[src/rtl/t5_wback.sv]
// t5_wback: writeback / memory-return stage of the t5 pipeline.
//
// Registers the X-stage result into an M stage, aligns and sign/zero-extends
// load data by byte offset and funct3, and selects the register-file write
// data (load data, ALU result or link address pc+4). Wait-stated data-bus
// loads and stores hold the upstream pipeline through xstall until dwb_ack
// arrives or the wait counter reaches TMO, in which case berr pulses.
//
// Ports:
//   sclk, srst        clock, synchronous active-high reset
//   sena              global pipeline enable
//   xopc/xfn3/xrd     X-stage opcode[6:2], funct3, destination register
//   xoff              X-stage byte offset (low address bits)
//   xstb/xwre         X-stage data-bus strobe / write
//   xalu/xpc          X-stage ALU result / pc
//   dwb_dti/dwb_ack   data-bus read data / acknowledge
//   rd0d/rd0a/rd0e    register-file write data / address / enable
//   xstall            hold request to upstream
//   berr              one-cycle bus-timeout pulse
//   malign            one-cycle misaligned-load pulse
module t5_wback #(
    parameter int XLEN = 32,
    parameter int TMO  = 15
) (
    input  logic                         sclk,
    input  logic                         srst,
    input  logic                         sena,
    input  logic [4:0]                   xopc,
    input  logic [2:0]                   xfn3,
    input  logic [4:0]                   xrd,
    input  logic [$clog2(XLEN/8)-1:0]    xoff,
    input  logic                         xstb,
    input  logic                         xwre,
    input  logic [XLEN-1:0]              xalu,
    input  logic [XLEN-1:0]              xpc,
    input  logic [XLEN-1:0]              dwb_dti,
    input  logic                         dwb_ack,
    output logic [XLEN-1:0]              rd0d,
    output logic [4:0]                   rd0a,
    output logic                         rd0e,
    output logic                         xstall,
    output logic                         berr,
    output logic                         malign
);

    localparam int OW = $clog2(XLEN/8);

    localparam logic [4:0] OPC_LOAD   = 5'b00000;
    localparam logic [4:0] OPC_STORE  = 5'b01000;
    localparam logic [4:0] OPC_BRANCH = 5'b11000;
    localparam logic [4:0] OPC_JAL    = 5'b11011;
    localparam logic [4:0] OPC_JALR   = 5'b11001;

    typedef enum logic {S_IDLE, S_WAIT} state_t;

    state_t          state_q;
    logic [7:0]      cnt_q;

    logic [4:0]      mopc_q;
    logic [2:0]      mfn3_q;
    logic [OW-1:0]   moff_q;
    logic [4:0]      mrd_q;
    logic [XLEN-1:0] malu_q;
    logic [XLEN-1:0] mpc_q;
    logic [XLEN-1:0] mdat_q;
    logic            mval_q;
    logic            mbad_q;
    logic            malign_q;

    logic            timeout;
    logic            adv;
    logic            is_load;
    logic            mis;
    logic [XLEN-1:0] sh;
    logic [XLEN-1:0] ext;

    // The ack wins over a timeout landing in the same cycle.
    assign timeout = sena & (state_q == S_WAIT) & (cnt_q == 8'(TMO)) & ~dwb_ack;
    assign xstall  = xstb & ~dwb_ack & sena & ~timeout;
    assign adv     = sena & ~xstall;
    assign berr    = timeout;
    assign is_load = xstb & ~xwre;

    // Encodings not supported at this XLEN are folded into misalignment.
    always_comb begin
        mis = 1'b0;
        case (xfn3)
            3'b000, 3'b100: mis = 1'b0;
            3'b001, 3'b101: mis = xoff[0];
            3'b010:         mis = |xoff[1:0];
            3'b110:         mis = (XLEN == 32) ? 1'b1 : |xoff[1:0];
            3'b011:         mis = (XLEN == 32) ? 1'b1 : |xoff;
            default:        mis = 1'b1;
        endcase
    end

    always_ff @(posedge sclk) begin
        if (srst) begin
            state_q <= S_IDLE;
            cnt_q   <= 8'd0;
        end else if (sena) begin
            case (state_q)
                S_IDLE: begin
                    if (xstb && !dwb_ack) begin
                        state_q <= S_WAIT;
                        cnt_q   <= 8'd1;
                    end
                end
                S_WAIT: begin
                    if (dwb_ack || timeout) begin
                        state_q <= S_IDLE;
                        cnt_q   <= 8'd0;
                    end else begin
                        cnt_q <= cnt_q + 8'd1;
                    end
                end
                default: begin
                    state_q <= S_IDLE;
                    cnt_q   <= 8'd0;
                end
            endcase
        end
    end

    always_ff @(posedge sclk) begin
        if (srst) begin
            mopc_q   <= 5'h0D;
            mfn3_q   <= 3'd0;
            moff_q   <= '0;
            mrd_q    <= 5'd0;
            malu_q   <= '0;
            mpc_q    <= '0;
            mdat_q   <= '0;
            mval_q   <= 1'b0;
            mbad_q   <= 1'b0;
            malign_q <= 1'b0;
        end else begin
            malign_q <= 1'b0;
            if (adv) begin
                mopc_q   <= xopc;
                mfn3_q   <= xfn3;
                moff_q   <= xoff;
                mrd_q    <= xrd;
                malu_q   <= xalu;
                mpc_q    <= xpc;
                mval_q   <= 1'b1;
                mbad_q   <= timeout | (is_load & mis);
                malign_q <= is_load & mis;
                if (is_load) begin
                    mdat_q <= dwb_dti;
                end
            end else if (sena) begin
                // Stalled: push a bubble so the held instruction writes only once.
                mval_q <= 1'b0;
            end
        end
    end

    // Aligned accesses have zero low offset bits, so one shift serves every size.
    assign sh = mdat_q >> {moff_q, 3'b000};

    always_comb begin
        ext = sh;
        case (mfn3_q)
            3'b000:  ext = XLEN'($signed(sh[7:0]));
            3'b100:  ext = XLEN'(sh[7:0]);
            3'b001:  ext = XLEN'($signed(sh[15:0]));
            3'b101:  ext = XLEN'(sh[15:0]);
            3'b010:  ext = XLEN'($signed(sh[31:0]));
            3'b110:  ext = XLEN'(sh[31:0]);
            default: ext = sh;
        endcase
    end

    always_comb begin
        rd0d = malu_q;
        case (mopc_q)
            OPC_LOAD:          rd0d = ext;
            OPC_JAL, OPC_JALR: rd0d = mpc_q + XLEN'(4);
            default:           rd0d = malu_q;
        endcase
    end

    // Gating with sena means a valid M entry writes in exactly one cycle: the
    // first enabled cycle, after which it is replaced by the next entry or a bubble.
    assign rd0a   = mrd_q;
    assign rd0e   = sena & mval_q & (|mrd_q) & ~mbad_q &
                    (mopc_q != OPC_STORE) & (mopc_q != OPC_BRANCH);
    assign malign = malign_q;

endmodule

[config.mk]
export PLATFORM = sky130hd
export DESIGN_NAME = t5_wback
export DESIGN_NICKNAME = d
export VERILOG_FILES = /design/src/rtl/t5_wback.sv
export SDC_FILE = /design/constraint.sdc
export NUM_CORES = 1
export LEC_CHECK = 0
export CORE_UTILIZATION = 45
export DETAILED_ROUTE_END_ITERATION = 10
export DONT_BUFFER_PORTS = 1
export PLACE_DENSITY_LB_ADDON = 0.08
export SLEW_MARGIN = 5
export SYNTH_ARGS = -nofsm -noshare
export SYNTH_HDL_FRONTEND = slang
export SYNTH_SLANG_ARGS = --single-unit
[constraint.sdc]
create_clock -name sclk -period 6.3 [get_ports sclk]
set_input_delay 1.26 -clock sclk [delete_from_list [all_inputs] [get_ports sclk]]
set_output_delay 1.26 -clock sclk [all_outputs]
set_load 0.01 [all_outputs]
**Word-level counts from Yosys, hierarchy flattened**

Index checks and enable logic that the tools add are counted.

- Logic and storage cells: 76
- Output and inout bits: 41
- Input port bits: 117
- Flip-flop bits (word level): 123

- Reduce and logical (&&, ||, !) cells: 15
- Equal/unequal tests: 13
- Shift-type cells: 1
- Bitwise operators: 22
- Muxes and demuxes: 11
- $add $sub $neg: 2

Operator list:

| operator | number |
|---|---|
| $pmux W32 S4 | 1 |
| $pmux W32 S2 | 1 |
| $add A32 B3 Y32 const B | 1 |
| $shr A32 B5 Y32 | 1 |
| $mux W8 | 2 |
| $pmux W8 S2 | 1 |
| $and A1 B1 Y1 | 14 |
| $eq A3 B3 Y1 const B | 4 |
| $eq A5 B5 Y1 const B | 2 |
| $reduce_or A2 Y1 | 5 |
| $add A8 B1 Y8 const B | 1 |
| $eq A8 B4 Y1 const B | 1 |
| $not A1 Y1 | 7 |
| $eq A3 B1 Y1 const B | 2 |
| $logic_not A3 Y1 | 2 |
| $logic_not A5 Y1 | 1 |
| $ne A5 B4 Y1 const B | 1 |
| $ne A5 B5 Y1 const B | 1 |
| $reduce_or A5 Y1 | 1 |
| $mux W1 | 4 |
| $reduce_and A2 Y1 | 2 |
| $eq A3 B2 Y1 const B | 1 |
| $pmux W1 S3 | 1 |
| $ne A2 B2 Y1 const B | 1 |
| other kinds (6) | 6 |

**Depth between registers and ports, before layout**

Gate-level depths: netlist (run 1).

- Word-level depth: 9
- Gate-level depth with buffers: 8
- Gate-level depth less buffers: 6

**Least setup slack after synthesis (run 1)**

No wires, ideal clock.

- Kind: input to output
- Start: input port sena
- End: output port xstall
- Data required time: 5.040 ns
- Path slack: 2.884 ns
- Cell stages on the path: 4
- Data arrival time: 2.156 ns
- Buffers on the path: 1
- Path through: buf_2 -> and4bb_2 -> a31oi_2 -> and3_1

- Word-level cells in the longest chain between the ends: 5
- Elaborated cells between the ends (all ways): 6
- Classes of those cells: bitwise: 6

RTL lines:

| element | RTL line | source |
|---|---|---|
| start, declared | 27 | `input logic sena,` |
| $and A1 B1 Y1 (3 in series) | 78 | `assign timeout = sena & (state_q == S_WAIT) & (cnt_q == 8'(TMO)) & ~dwb_ack;` |
| $not A1 Y1 | 79 | `assign xstall = xstb & ~dwb_ack & sena & ~timeout;` |
| $and A1 B1 Y1 (*) | 79 |  |
| end, declared | 41 | `output logic xstall,` |

Mark *: on every way between the ends. The rest lies on a longest branch, timed or not.

**Worst setup path after layout (run 1)**

- Start: register mopc_q[0]
- End: output port rd0d[22]

- Word-level cells in the longest chain between the ends: 3
- Elaborated cells between the ends (all ways): 5
- Classes of those cells: eq/ne: 2; mux: 1; reduce/logical: 2

RTL lines:

| element | RTL line | source |
|---|---|---|
| start, declared | 59 | `logic [4:0] mopc_q;` |
| start signal, assigned | 140 | `mopc_q <= xopc;` |
| $eq A5 B5 Y1 | 177 | `case (mopc_q)` |
| $reduce_or A2 Y1 | 177 |  |
| $pmux W32 S2 (*) | 177 |  |
| end, declared | 38 | `output logic [XLEN-1:0] rd0d,` |

Marked as above.

==> summary.md, run 1 <==
| Metric | Value |
|---|---|
| Outcome | `complete, no violations` |
| Vias after detailed routing | `5458` |
| Sequential share of power | `42.5%` |
| Vias in the first global route | `5129` |
| Worst path arrival time | `2.91 ns` |
| Share of the synthesized area in the top cell type | `39.9%` |
| Top_reg_cell synth | `dfxtp_1` |
| Wire per inst | `19.2 um` |
| Final min period | `4.17 ns` |
| EDFF count, synth | `0` |
| CTS Hold Bufs | `0` |
| CTS max path bufs | `2` |
| Die width | `119 um` |
| Syn_nets | `898` |
| Setup CP Type | `flop to output port` |
| Net switching power | `0.490 mW` |
| Buf/Inv on CP | `0` |
| Area Overhead vs Synth | `10.4%` |
| P_leak | `2.35 nW` |
| Total GRT Usage | `26.1%` |
| First-pass GRT wire length | `28200 um` |
| Fin. Hold Viols | `0` |
| FILL cells | `1306` |
| Initial drt markers | `438` |
| Drt first pass iters | `4` |
| Pwr Total | `2.00 mW` |
| Pwr dens | `294 nW/um^2` |
| Peak VDD IR | `189 uV` |
| Max-Cap Viols | `0` |
| Layout cell share with drive strength beyond 1 | `7.63%` |
| Critical Path End Type | `output port` |
| Net Sw Frac | `24.4%` |
| Final #Nets | `866` |
| CTS tree | `built` |
| Met2 wire length | `8220 um` |
| Fin Hold WS | `0.454 ns` |
| Count of different cell masters after synthesis | `52` |
| Slowest stage delay, CP | `0.56 ns` |
| Die area | `14200 sq um` |
| Worst setup SP type | `flop` |
| Cells taking the most area after synthesis | `dfxtp_1, nand2_1, mux2i_1, a21oi_1, nor2_1` |
| Top Ports | `158` |
| Clk_lat worst skew | `0.42 ns` |
| Placed wire-length estimate | `13400 um` |
| Worst Path Max Fanout | `16` |
| Logic gate share of total power | `7.1%` |
| Postcts setup bufs | `0` |
| Clk_skew | `0.00818 ns` |
| Syn Area/Cell | `7.93 sq um` |
| Class of the worst hold path | `flop to flop` |
| Setup_tns | `0 ns` |
| Largest net degree at the start of global routing | `120` |
| Final setup margin | `2.13 ns` |
| Slew Viols, Final | `0` |
| Post-synthesis async set-or-reset flop share | `0%` |
| CP delay by family, top | `simple AND/OR/NAND/NOR gates` |
| Syn Std Cell Area | `6170 sq um` |
| Core area | `13300 sq um` |
| R2r setup slk | `3.17 ns` |
| Clock sink total | `123` |
| # DRC | `0` |
| RSZ-0062 raised after global routing | `no` |
| Metal3 WL | `1410 um` |
| Starting density of the core | `46.4%` |
| Clk slew on worst S/H paths | `0.06 ns` |
| # diodes | `0` |
| Post-Place Setup Slack | `2.65 ns` |
| Core Util, Final | `51.3%` |
| Post-Syn Instances | `779` |
| H-tree levels | `4` |
| Antenna-violating nets left | `0` |
| Pint | `1.51 mW` |
| Row Count | `42` |
| GRT overflow | `0` |
| Sequential share of the synthesized area | `39.9%` |
| Antenna violations before repair | `0` |
| Cts repair resizes | `0` |
| IO buf count | `0` |
| GPL Wtd Cong | `0.940` |
| Critical Path RT | `5.04 ns` |
| Slew margin rel. | `11.6%` |
| Vias per cell | `5.83` |
| Max Clk Rate | `0.240 GHz` |
| Critical path's slowest cell | `o211ai_1` |
| Die height | `119 um` |
| CTS Buf Count | `17` |
| Clock share of power | `50.4%` |
| Wl on met1 | `7900 um` |
| Slew @ Worst Pin | `1.32 ns` |
| Total Wirelength | `17900 um` |
| Root buffer cell | `clkbuf_16` |
| Crit share post-route | `66.2%` |
| Post-synth top area cell | `dfxtp_1` |
| Yosys reg bits | `123` |
| Warnings, synthesis | `0` |
| CP Cell Sequence | `nor4_1 > nand2_1 > nor3_1 > o211ai_1 > o211ai_1` |
| Setup Viol. Count Final | `0` |
| DR top layer | `met4` |
| Cell with the most instances on the worst path | `o211ai_1` |
final cells by class:
cell class / count / area, sq um / share of cell area (%)
clock buffer: 19 / 453 / 6.64
clock inverter: 13 / 166 / 2.44
inverter: 7 / 26.3 / 0.385
multi-input combinational: 592 / 3440 / 50.5
sequential: 123 / 2460 / 36.1
tap: 176 / 220 / 3.23
timing repair buffer: 6 / 45.0 / 0.661
logic make-up (layout without fill, tap and decap cells):
group | Yosys count | after routing | synth area share (%)
AO/OA/AOI/OAI | 173 | 173 | 17.1
XOR/XNOR | 33 | 33 | 4.68
flip-flops | 123 | 123 | 39.9
buffers and inverters | 64 | 45 | 4.82
adder cells (fa/ha/maj) | 2 | 2 | 0.405
AND/OR/NAND/NOR | 326 | 326 | 23.4
multiplexers | 58 | 58 | 9.73
path summary, 6_finish.rpt:
check / to / depth (start not counted) / from
worst max register to register: mopc_q[3] / 7 / cnt_q[0]
worst max-delay path: rd0d[22] / 5 / mopc_q[0]
worst min register to register: mpc_q[1] / 2 / mpc_q[1]
worst min-delay path: mpc_q[1] / 2 / mpc_q[1]
power by group through the flow:
stage / clock network [mW] / logic, mW / registers (mW)
floorplan: 0 / 0.131 / 0.852
global placement: 0 / 0.141 / 0.866
detailed placement: 0 / 0.143 / 0.867
CTS: 1.02 / 0.143 / 0.851
global route: 1.07 / 0.160 / 0.856
finish: 1.01 / 0.143 / 0.851
sequential cells by signal, indices dropped and copies added, names as in the netlist, 2 cells and up:
| signal | count |
|---|---|
| rd0a | 5 |
| mfn3_q | 3 |
| mpc_q | 32 |
| mdat_q | 32 |
| cnt_q | 8 |
| moff_q | 2 |
| mopc_q | 5 |
| malu_q | 32 |
stage by stage:
step | instance area, sq um | cells
after floorplan | 6170 | 779
after global placement | 6200 | 904
after detailed placement | 6200 | 904
after CTS | 6820 | 936
after global routing | 6820 | 936
final | 6820 | 936
worst register-to-register path, cell delays in order (launching register included):
cell and delay [ns]:
dfxtp_1 0.39, ha_1 0.22, nor3b_1 0.35, a31oi_2 0.28, a21boi_4 0.88, buf_4 0.54, nor2_1 0.09, a211o_1 0.27
metal layers:
layer | track usage, % | vias up
met5 | 0 | -
met4 | 10.8 | 0
met3 | 7.76 | 28
met2 | 40.5 | 211
met1 | 33.7 | 2568
li1 | - | 2651
Yosys cell counts (7+ instances only):
library cell,number
nand2_1,172
a21oi_1,92
nor3_1,15
a221o_1,8
buf_2,27
a22oi_1,19
nor2_1,69
nand3_1,16
clkbuf_1,25
and3_1,9
mux2i_1,51
o211ai_1,15
dfxtp_1,123
inv_1,7
nand4_1,9
o21ai_0,20
xor2_1,16
xnor2_1,17
placed cells by master, fill, tap and decap left out, types with 3 or more instances in the layout:
| cell | netlist | layout |
|---|---|---|
| nand3_1 | 16 | 16 |
| buf_4 | 0 | 6 |
| and2_1 | 3 | 3 |
| nor4_1 | 6 | 6 |
| a211oi_1 | 5 | 5 |
| xnor2_1 | 17 | 17 |
| xor2_1 | 16 | 16 |
| clkinvlp_4 | 0 | 3 |
| inv_1 | 7 | 7 |
| a21oi_1 | 92 | 92 |
| nor2b_1 | 6 | 6 |
| nor2_1 | 69 | 68 |
| nand4_1 | 9 | 9 |
| a221o_1 | 8 | 8 |
| nand3b_1 | 5 | 5 |
| o211ai_1 | 15 | 15 |
| clkbuf_16 | 0 | 17 |
| a22oi_1 | 19 | 19 |
| dfxtp_1 | 123 | 123 |
| bufinv_16 | 0 | 3 |
| clkinv_4 | 0 | 3 |
| and3_1 | 9 | 9 |
| nand2_1 | 172 | 172 |
| mux2i_1 | 51 | 51 |
| o21ai_0 | 20 | 20 |
| o21a_1 | 3 | 3 |
| nor3_1 | 15 | 15 |
| mux2_2 | 6 | 6 |
Note: power is estimated with default switching activity, not from simulation.
==> run 2: changes to the inputs <==
==> constraint.sdc (replaced) <==
create_clock -name sclk -period 3.4 [get_ports sclk]
set_input_delay 0.68 -clock sclk [delete_from_list [all_inputs] [get_ports sclk]]
set_output_delay 0.68 -clock sclk [all_outputs]
set_load 0.01 [all_outputs]
==> run 2 against run 1 <==
  * Sequential power increased by 86%
  * Critical endpoint is now rd0d[29]
  * Critical path depth increased by 2
  * Cell count increased by 0.75%
  * Largest cell class unchanged
  * Clock power increased by 89%
  * Wire length increased by 0.76%
==> summary.md, run 2 (same netlist as run 1, synthesis figures left out) <==
| Metric | Value |
|---|---|
| Outcome | `complete, no violations` |
| CP delay by family, top | `simple AND/OR/NAND/NOR gates` |
| Peak VDD IR | `302 uV` |
| Pint | `2.88 mW` |
| Starting density of the core | `46.4%` |
| FILL cells | `1285` |
| Clk_skew | `0.00807 ns` |
| Die area | `14200 sq um` |
| Wire per inst | `19.2 um` |
| Clk_lat worst skew | `0.42 ns` |
| Worst Reg-to-Reg Cells | `7` |
| GPL Wtd Cong | `0.906` |
| Post-Place Setup Slack | `0.640 ns` |
| Placed cells | `912` |
| Critical Path RT | `2.72 ns` |
| Total GRT Usage | `26.4%` |
| Slew Viols, Final | `0` |
| Slowest stage delay, CP | `0.46 ns` |
| # DRC | `0` |
| Core area | `13300 sq um` |
| Vias per cell | `5.76` |
| Net switching power | `0.890 mW` |
| Worst path arrival time | `2.54 ns` |
| Vias in the first global route | `5077` |
| Fin. Hold Viols | `0` |
| Postcts setup bufs | `0` |
| Layout cell share with drive strength beyond 1 | `8.47%` |
| Final setup margin | `0.178 ns` |
| Hold Crit Depth | `1` |
| Clock share of power | `50.8%` |
| Sequential share of power | `41.8%` |
| CTS Buf Count | `17` |
| Crit. path cell count | `7` |
| Most common cell after layout, fill and taps aside | `nand2_1` |
| Net Sw Frac | `23.6%` |
| # diodes | `0` |
| CTS tree | `built` |
| Buf/Inv on CP | `2` |
| Area Overhead vs Synth | `12.0%` |
| P_leak | `2.40 nW` |
| Worst Path Max Fanout | `20` |
| Placed wire-length estimate | `13300 um` |
| Worst setup SP type | `flop` |
| IO buf count | `0` |
| Initial drt markers | `385` |
| Setup Viol. Count Final | `0` |
| Die width | `119 um` |
| Critical Path End Type | `output port` |
| Design Area, Final | `6910 sq um` |
| Max Clk Rate | `0.310 GHz` |
| Total Wirelength | `18100 um` |
| H-tree levels | `4` |
| Largest net degree at the start of global routing | `120` |
| CP Cell Sequence | `nor4_1 > and2_1 > nor2_2 > buf_4 > a32oi_1 > o2111ai_1 > buf_4` |
| Non-filler cells, final | `943` |
| First-pass GRT wire length | `28400 um` |
| Vias after detailed routing | `5432` |
| Root buffer cell | `clkbuf_16` |
| Final #Nets | `874` |
| Slew margin rel. | `44.6%` |
| Clk slew on worst S/H paths | `0.05 ns` |
| CTS max path bufs | `2` |
| Pwr dens | `545 nW/um^2` |
| Die height | `119 um` |
| GRT overflow | `0` |
| Logic gate share of total power | `7.4%` |
| Row Count | `42` |
| Setup_tns | `0 ns` |
| Clock sink total | `123` |
| RSZ-0062 raised after global routing | `no` |
| Most frequent cells in the layout | `nand2_1, dfxtp_1, a21oi_1, nor2_1, mux2i_1` |
| Setup CP Type | `flop to output port` |
| Max-Cap Viols | `0` |
| Class of the worst hold path | `input port to flop` |
| Slew @ Worst Pin | `0.828 ns` |
| Crit share post-route | `94.8%` |
| Top flop regs | `malu_q x32, mdat_q x32, mpc_q x32` |
| Cell with the most instances on the worst path | `buf_4` |
| Drt first pass iters | `6` |
| Top Ports | `158` |
| Antenna violations before repair | `0` |
| Antenna-violating nets left | `0` |
| Final min period | `3.22 ns` |
| Placed cell area | `6280 sq um` |
| Core Util, Final | `52.0%` |
| Critical path's slowest cell | `nor4_1` |
## run 2: layer usage
metal  vias up  track usage, %  part of all wire [%]
met4         0            9.10                   1.8
met3        24            7.71                   7.9
met5         -               0                     0
li1       2659               -                     -
met2       210            40.0                    45
met1      2539            35.5                    45
## run 2: area by class of cell
type	instances	area [sq um]	area share, %
clock inverters	11	169	2.44
flip-flops and latches	123	2460	35.6
repair buffers	14	130	1.88
well taps	176	220	3.19
clock buffers	20	457	6.61
multi-input cells	592	3450	49.9
inverters	7	26.3	0.380
## run 2: path summary, 6_finish.rpt
check                 start          to  slack, ns
setup / recovery  mopc_q[0]    rd0d[29]       0.18
hold / removal         srst   mfn3_q[0]       0.34
setup reg to reg   cnt_q[0]  malu_q[11]       0.76
hold reg to reg    mpc_q[1]    mpc_q[1]       0.46
## run 2: timing repair
action / CTS / global route
endpoints found under the setup margin: 0 / 2
hold buffers: 0 / 0
gates resized for setup: 0 / 1
## run 2: power by group through the flow
stage,sequential (mW),combinational (mW),clock [mW]
final,1.58,0.277,1.91
after global routing,1.58,0.310,2.01
after floorplan,1.58,0.243,0
after detailed placement,1.60,0.277,0
after global placement,1.60,0.270,0
after CTS,1.57,0.277,1.94
## run 2: stage by stage
stage / hold WS [ns] / power, mW
after floorplan: 0.436 / 1.82
after global placement: 0.441 / 1.87
after detailed placement: 0.444 / 1.88
after CTS: 0.318 / 3.79
after global routing: 0.322 / 3.91
final: 0.342 / 3.77
==> run 3: changes to the inputs <==
==> constraint.sdc (replaced) <==
create_clock -name sclk -period 3.5 [get_ports sclk]
set_input_delay 0.7 -clock sclk [delete_from_list [all_inputs] [get_ports sclk]]
set_output_delay 0.7 -clock sclk [all_outputs]
set_load 0.01 [all_outputs]
==> run 3 against run 2 <==
  * Flip-flop and latch count did not move
  * Clock-buffer cell count fell by 1
  * Via count barely moved
  * Total power fell by 5.6%
  * Die area did not move
  * Wire length fell by 0.71%
  * Non-clock buffer count did not move
  * Setup slack improved by 0.15 ns
  * Critical path type unchanged
  * Critical endpoint is now rd0d[26]
==> summary.md, run 3 (same netlist as run 1, synthesis figures left out) <==
| Metric | Value |
|---|---|
| Outcome | `complete, no violations` |
| Cell with the most instances on the worst path | `nand3_1` |
| Wire per inst | `19.0 um` |
| Critical Path End Type | `output port` |
| Die width | `119 um` |
| Total GRT Usage | `25.9%` |
| Clock sink total | `123` |
| Non-filler cells, final | `943` |
| Clock share of power | `49.4%` |
| Post-Place Setup Slack | `0.705 ns` |
| Logic gate share of total power | `7.5%` |
| Pint | `2.72 mW` |
| Critical path's slowest cell | `nor3_1` |
| Setup_tns | `0 ns` |
| Most common cell after layout, fill and taps aside | `nand2_1` |
| CTS Buf Count | `17` |
| Vias in the first global route | `4910` |
| Clk slew on worst S/H paths | `0.05 ns` |
| Peak VDD IR | `350 uV` |
| Initial drt markers | `422` |
| Placed wire-length estimate | `13400 um` |
| Fin. Hold Viols | `0` |
| H-tree levels | `4` |
| Largest net degree at the start of global routing | `120` |
| Worst Setup SP | `mpc_q[2]` |
| # DRC | `0` |
| Critical Path RT | `2.80 ns` |
| Worst setup SP type | `flop` |
| Clk_lat worst skew | `0.43 ns` |
| Vias after detailed routing | `5428` |
| Most frequent cells in the layout | `nand2_1, dfxtp_1, a21oi_1, nor2_1, mux2i_1` |
| P_leak | `2.39 nW` |
| GPL Wtd Cong | `0.944` |
| Core area | `13300 sq um` |
| Drt first pass iters | `5` |
| Die height | `119 um` |
| Antenna-violating nets left | `0` |
| Area Overhead vs Synth | `11.4%` |
| Net Sw Frac | `23.6%` |
| # diodes | `0` |
| Starting density of the core | `46.4%` |
| Root buffer cell | `clkbuf_16` |
| Final min period | `3.18 ns` |
| IO buf count | `0` |
| First-pass GRT wire length | `27700 um` |
| Worst r2r src | `cnt_q[0]` |
| Hold Crit Start | `srst` |
| Class of the worst hold path | `input port to flop` |
| Vias per cell | `5.76` |
| Max Clk Rate | `0.315 GHz` |
| CP Cell Sequence | `ha_1 > nand3_1 > nor3_1 > nand3_1 > xor2_1 > o211ai_1` |
| Crit share post-route | `90.7%` |
| Core Util, Final | `51.7%` |
| Setup CP Type | `flop to output port` |
| Layout cell share with drive strength beyond 1 | `8.60%` |
| Row Count | `42` |
| Max-Cap Viols | `0` |
| Die area | `14200 sq um` |
| Slew Viols, Final | `0` |
| Final setup margin | `0.325 ns` |
| Antenna violations before repair | `0` |
| Placed cells | `912` |
| Setup Viol. Count Final | `0` |
| Worst path arrival time | `2.48 ns` |
| FILL cells | `1293` |
| Pwr Total | `3.56 mW` |
| Worst Path Max Fanout | `7` |
| CTS tree | `built` |
| Slowest stage delay, CP | `0.59 ns` |
| Net switching power | `0.841 mW` |
| Sequential share of power | `43.1%` |
| Top Ports | `158` |
| Slew margin rel. | `48.7%` |
| FF/Latch Area | `2460 sq um` |
| Pwr dens | `517 nW/um^2` |
| CTS max path bufs | `2` |
| RSZ-0062 raised after global routing | `no` |
| GRT overflow | `0` |
| Slew @ Worst Pin | `0.770 ns` |
| Total Wirelength | `18000 um` |
| Top flop regs | `malu_q x32, mdat_q x32, mpc_q x32` |
| Clk_skew | `0.0157 ns` |
| Final #Nets | `874` |
| Footprint of the multi-input gates | `3450 sq um` |
run 3: cell types whose count changed in the layout (fill, tap and decap cells not counted), sizes merged:
cell and change:
bufinv -1, clkbuf -1, clkinv +4, clkinvlp -2
run 3: routing by layer:
| layer | global-route usage, % | vias up | wire, um |
|---|---|---|---|
| met1 | 34.9 | 2518 | 7990 |
| met5 | 0 | - | 0 |
| met3 | 8.05 | 25 | 1590 |
| met4 | 9.57 | 0 | 386 |
| li1 | - | 2663 | - |
| met2 | 38.5 | 222 | 7980 |
run 3: critical path, delay by kind of cell (launching register included):
| kind | cells | cell delay (ns) |
|---|---|---|
| AO/OA/AOI/OAI | 1 | 0.33 |
| XOR/XNOR | 1 | 0.18 |
| adder cells (fa/ha/maj) | 1 | 0.25 |
| flip-flops | 1 | 0.40 |
| AND/OR/NAND/NOR | 3 | 0.90 |
run 3: final cells by class:
cell class                 instances  share of cell area, %
clock buffer                      19                   6.59
multi-input combinational        592                   50.2
clock inverter                    12                   2.15
tap                              176                   3.20
timing repair buffer              14                   1.71
sequential                       123                   35.8
inverter                           7                  0.382
run 3: power by group through the flow:
stage	clock [mW]	sequential [mW]	combinational, mW
final	1.76	1.53	0.268
after global placement	0	1.56	0.261
after detailed placement	0	1.56	0.267
after CTS	1.80	1.53	0.268
after global routing	1.87	1.54	0.298
after floorplan	0	1.53	0.236
run 3: final timing paths:
path                     to  slack, ns  cells after the start
hold reg to reg    mpc_q[1]       0.46                      2
hold / removal      rd0a[0]       0.37                      1
setup / recovery   rd0d[26]       0.32                      6
setup reg to reg  mopc_q[3]       0.97                      7
run 3: timing repair:
action | 4_1_cts | 5_1_grt
gates resized for setup | 0 | 1
endpoints found under the setup margin | 0 | 1
setup buffers | 0 | 0
hold buffers | 0 | 0
hold endpoints to repair | 0 | 0
run 3: per-stage QoR:
step,hold slack [ns],area [sq um]
2_1_floorplan,0.436,6170
3_3_place_gp,0.442,6270
3_5_place_dp,0.450,6270
4_1_cts,0.337,6870
5_1_grt,0.336,6880
6_report,0.366,6880
